==> config.mk <==
export PLATFORM = sky130hd
export DESIGN_NAME = add_seq_ctrl
export DESIGN_NICKNAME = d
export VERILOG_FILES = /design/src/rtl/add_seq_ctrl.sv
export SDC_FILE = /design/constraint.sdc
export NUM_CORES = 1
export LEC_CHECK = 0
export CAP_MARGIN = 10
export CORE_MARGIN = 10
export CORE_UTILIZATION = 35
export DETAILED_ROUTE_END_ITERATION = 10
export GPL_ROUTABILITY_DRIVEN = 0
export GPL_TIMING_DRIVEN = 0
export PLACE_DENSITY_LB_ADDON = 0.2
export SYNTH_ARGS = -nofsm -noshare
export SYNTH_HDL_FRONTEND = slang
export SYNTH_SLANG_ARGS = --single-unit
==> constraint.sdc <==
create_clock -name clk -period 3.1 [get_ports clk]
set_clock_uncertainty 0.15 [all_clocks]
set_input_delay 0.465 -clock clk [delete_from_list [all_inputs] [get_ports clk]]
set_output_delay 0.465 -clock clk [all_outputs]
set_load 0.03 [all_outputs]
==> src/rtl/add_seq_ctrl.sv <==
// Sequencing controller for an external register-adder datapath.
// Accepts one add request at a time, steps the datapath through its register
// loads and its result store, and captures the sum. The sum is then held until
// the response handshake completes.
module add_seq_ctrl #(
    parameter int WIDTH        = 16,
    parameter int COMBINE_LOAD = 0
) (
    input  logic             clk,
    input  logic             rst,
    // request side
    input  logic             req_valid,
    output logic             req_ready,
    input  logic [WIDTH-1:0] req_a,
    input  logic [WIDTH-1:0] req_b,
    input  logic             req_cin,
    // datapath side
    output logic [WIDTH-1:0] d_a,
    output logic [WIDTH-1:0] d_b,
    output logic             cin,
    output logic             en_a,
    output logic             en_b,
    output logic             en_result,
    input  logic [WIDTH-1:0] result,
    input  logic             cout,
    // response side
    output logic             rsp_valid,
    input  logic             rsp_ready,
    output logic [WIDTH-1:0] rsp_sum,
    output logic             rsp_cout,
    // status
    output logic             busy,
    output logic [7:0]       txn_count
);

    typedef enum logic [2:0] {
        IDLE,
        LOAD_A,
        LOAD_B,
        LOAD_AB,
        STORE,
        CAPTURE,
        RESP
    } state_t;

    state_t           state_q, state_d;
    logic [WIDTH-1:0] op_a_q, op_a_d;
    logic [WIDTH-1:0] op_b_q, op_b_d;
    logic             op_cin_q, op_cin_d;
    logic [WIDTH-1:0] sum_q, sum_d;
    logic             cout_q, cout_d;
    logic [7:0]       cnt_q, cnt_d;
    logic             accept;
    logic             rsp_done;

    // Handshake qualifiers: requests are only taken in IDLE, responses only retire in RESP
    always_comb begin
        accept   = req_valid && (state_q == IDLE);
        rsp_done = rsp_ready && (state_q == RESP);
    end

    // Next-state logic; the combined-load variant skips straight to a single load cycle
    always_comb begin
        state_d = state_q;
        case (state_q)
            IDLE: begin
                if (accept) begin
                    state_d = (COMBINE_LOAD != 0) ? LOAD_AB : LOAD_A;
                end
            end
            LOAD_A:  state_d = LOAD_B;
            LOAD_B:  state_d = STORE;
            LOAD_AB: state_d = STORE;
            STORE:   state_d = CAPTURE;
            CAPTURE: state_d = RESP;
            RESP: begin
                if (rsp_done) begin
                    state_d = IDLE;
                end
            end
            default: state_d = IDLE;
        endcase
    end

    // Moore outputs decoded from the current state only
    always_comb begin
        req_ready = (state_q == IDLE);
        busy      = (state_q != IDLE);
        en_a      = (state_q == LOAD_A) || (state_q == LOAD_AB);
        en_b      = (state_q == LOAD_B) || (state_q == LOAD_AB);
        en_result = (state_q == STORE);
        rsp_valid = (state_q == RESP);
    end

    // Operand latch on accept, sum capture at the end of CAPTURE, count on response retire
    always_comb begin
        op_a_d   = op_a_q;
        op_b_d   = op_b_q;
        op_cin_d = op_cin_q;
        sum_d    = sum_q;
        cout_d   = cout_q;
        cnt_d    = cnt_q;
        if (accept) begin
            op_a_d   = req_a;
            op_b_d   = req_b;
            op_cin_d = req_cin;
        end
        if (state_q == CAPTURE) begin
            sum_d  = result;
            cout_d = cout;
        end
        if (rsp_done) begin
            cnt_d = cnt_q + 8'd1;
        end
    end

    // State and data registers; reset aborts any transaction in flight
    always_ff @(posedge clk) begin
        if (rst) begin
            state_q  <= IDLE;
            op_a_q   <= '0;
            op_b_q   <= '0;
            op_cin_q <= 1'b0;
            sum_q    <= '0;
            cout_q   <= 1'b0;
            cnt_q    <= 8'd0;
        end else begin
            state_q  <= state_d;
            op_a_q   <= op_a_d;
            op_b_q   <= op_b_d;
            op_cin_q <= op_cin_d;
            sum_q    <= sum_d;
            cout_q   <= cout_d;
            cnt_q    <= cnt_d;
        end
    end

    assign d_a       = op_a_q;
    assign d_b       = op_b_q;
    assign cin       = op_cin_q;
    assign rsp_sum   = sum_q;
    assign rsp_cout  = cout_q;
    assign txn_count = cnt_q;

endmodule

==> results of run 1 <==
power breakdown:
part | switching [mW] | internal, mW | leakage (nW) | total (mW)
Combinational | 0.183 | 0.167 | 0.787 | 0.350
Clock | 0.298 | 0.539 | 0.126 | 0.838
Sequential | 0.0187 | 0.819 | 0.497 | 0.838
stage by stage:
| stage | cell area, µm² | hold slack [ns] | std cells | util (%) |
|---|---|---|---|---|
| finish | 3810 | 0.303 | 491 | 59.6 |
| global route | 3810 | 0.318 | 491 | 59.6 |
| floorplan | 2310 | 0.430 | 282 | - |
| detailed placement | 3560 | 0.295 | 475 | 55.8 |
| global placement | 3560 | 0.291 | 475 | 55.8 |
| CTS | 3810 | 0.305 | 491 | 59.6 |
cell usage in the layout, fill, tap and decap left out, types with 2 or more instances in the layout:
cell	instances
a21oi_1	56
and3b_1	2
buf_2	7
buf_4	4
buf_6	3
bufinv_16	2
clkbuf_1	7
clkbuf_8	13
clkdlybuf4s50_1	116
dfxtp_1	61
nand2_1	102
nand3_1	4
nor2_1	6
nor2b_1	3
nor4_1	2
o21ai_1	3
o31ai_1	2
or3_1	4
or4_1	2
worst max-delay path by stage:
| stage | to | slack, ns | cells past startpoint |
|---|---|---|---|
| after floorplan | en_result | 1.12 | 2 |
| after global placement | req_ready | 0.79 | 4 |
| after detailed placement | req_ready | 0.79 | 4 |
| after CTS | req_ready | 0.42 | 4 |
| after global routing | req_ready | 0.35 | 4 |
| final | req_ready | 0.44 | 4 |
critical path: stages, from the launching register on:
cell             delay [ns]
dfxtp_1                0.37
buf_2                  0.20
or3_1                  0.43
inv_2                  0.06
clkdlybuf4s50_1        0.66
metal layers:
layer	part of all wire [%]	global-route usage [%]	up-vias
met4	1.7	6.11	0
met1	43	15.2	1021
met5	0	0	-
met3	9.6	5.99	9
met2	46	21.1	79
li1	-	-	1177
cells by family after synthesis:
family,count (synthesis),synth area share [%]
AOI/OAI and AO/OA,63,14.0
xor gates and xnor gates,1,0.380
adders and majority gates,1,0.542
buffers and inverters,23,5.75
DFF,61,52.9
muxes,2,0.922
and+or+nand+nor,131,25.5
registers in the layout, indices dropped and copies added (netlist names):
name       count
cin            1
d_a           16
d_b           16
rsp_cout       1
rsp_sum       16
state_q        3
txn_count      8
layout make-up:
type	count	area (µm²)
fill	577	2580
sequential	61	1220
timing repair buffer	116	1160
multi-input combinational	198	953
clock buffer	13	179
buffer	21	125
tap	77	96.3
clock inverter	3	65.1
inverter	2	7.51
==> metrics.md, run 1 <==
| Metric | Value |
|---|---|
| Worst Setup SP | state_q[2]$_SDFFE_PP0P_ |
| Clk_lat worst skew | 0.33 ns |
| PD cells | 532 nW/µm² |
| Ys async rst share | 0% |
| DRT iter0 DRCs | 33 |
| FF-to-FF path depth | 5 |
| Synth cell count leaders | 102 x nand2_1, 61 x dfxtp_1, 56 x a21oi_1 |
| HP Start | d_a[11]$_SDFFE_PP0P_ |
| WL/cell | 14.2 µm |
| First-pass detailed-route iteration total | 4 |
| First-pass GRT wire length | 11100 µm |
| Yosys reg bits | 61 |
| Synth warnings | 0 |
| RSZ-0062 raised after global routing | false |
| CTS sink count | 61 |
| Root Driver | clkbuf_8 |
| Total chip power | 2.03 mW |
| Nets@finish | 464 |
| Die Y | 101 µm |
| Cell area after synthesis | 2310 µm² |
| WP data arrival | 2.04 ns |
| Congestion Overflow GR | 0 |
| FF-to-FF End | d_b[0]$_SDFFE_PP0P_ |
| Cells resized by post-CTS repair | 0 |
| Yosys top cell by area | dfxtp_1 |
| # DRC | 0 |
| Max_cap viols | 0 |
| DP HPWL | 5280 µm |
| Clk pin slew, worst setup/hold paths | 0.07 ns |
| Avg Cell Area, Syn | 8.18 µm² |
| Crit Path Max Fanout | 10 |
| I/O Pins | 118 |
| Antenna Violating Nets Remaining | 0 |
| Setup_tns | 0 ns |
| Fmax | 0.376 GHz |
| Initial antenna violation count | 0 |
| Via count | 2286 |
| Port Buf Inserts | 116 |
| Final Cycle Share | 85.8% |
| Cell with the most instances after synthesis | nand2_1 |
| Count of cell types in the netlist | 30 |
| Initial Utilization | 36.1% |
| Slew margin rel. | 65.4% |
| CTS tree | yes |
| Fin crit period | 2.66 ns |
| Clock Path Buffers | 2 |
| Least-Margin Pin Slew | 0.518 ns |
| Fin worst setup slack | 0.441 ns |
| Area delta synth->final | 65.1% |
| Hold_buf cts | 0 |
| Vias per inst | 4.66 |
| Number of flops mapped to enable cells by yosys | 0 |
| CTS HTree Levels | 3 |
| Largest cells by area after synthesis | dfxtp_1 53%, nand2_1 17%, a21oi_1 12% |
| CORE AREA | 6390 µm² |
| Hold Path Class | register to register |
| Largest net degree at the start of global routing | 11 |
| Worst hold path cell count | 2 |
| Mapped Nets | 337 |
| Pins over their slew limit | 0 |
| IR Drop Worst-Case VDD | 0.313 mV |
| Mapped Cells | 282 |
| Vias in the first global route | 2237 |
| Reg-to-reg setup timing slack | 1.46 ns |
| Ys flop type | dfxtp_1 |
| Setup crit end kind | output port |
| Top-area cell type share of the netlist area | 52.9% |
| Ant diodes | 0 |
| WHS Endpoint | d_a[11]$_SDFFE_PP0P_ |
| Inserted Clock Buffers | 9 |
| Reg-to-reg startpoint | state_q[2]$_SDFFE_PP0P_ |
| Pre-CTS setup slack | 0.786 ns |
| Proportion of layout cells with a drive suffix above 1 | 8.21% |
| Final setup vio count | 0 |
| Worst setup SP type | register |
| Row Count | 29 |
| Post-CTS Repair Setup Buffers | 0 |
| Kind of critical path | register to output port |
| Chip Width | 101 µm |
| Post-synthesis sequential area ratio | 52.9% |
| Final Hold Violating Endpoints | 0 |
| Crit path required time | 2.48 ns |
| Full die area | 10200 µm² |
| Lkg Pwr | 1.41 nW |
| Tot GR Track Use | 13.4% |
| Post-Route WL | 6960 µm |
| Status | completed |
Power figures use the tool's default switching activity.
==> run 2: changes to the inputs <==
--- a/config.mk
+++ b/config.mk
@@ -10,2 +10,3 @@
 export CORE_UTILIZATION = 35
+export CTS_CLUSTER_DIAMETER = 60
 export DETAILED_ROUTE_END_ITERATION = 10
@@ -14,2 +15,3 @@
 export PLACE_DENSITY_LB_ADDON = 0.2
+export SETUP_SLACK_MARGIN = 0.05
 export SYNTH_ARGS = -nofsm -noshare
--- a/constraint.sdc
+++ b/constraint.sdc
@@ -4,2 +4,2 @@
 set_output_delay 0.465 -clock clk [all_outputs]
-set_load 0.03 [all_outputs]
+set_load 0.01 [all_outputs]
==> results of run 2 <==
Same layout as run 1 (identical final DEF). Status: completed.
Main changes from that run: setup slack after placement 0.786 ns -> 0.921 ns; setup slack after layout 0.441 ns -> 0.575 ns; total power 2.03 mW -> 1.97 mW; worst IR drop on VDD 0.313 mV -> 0.301 mV
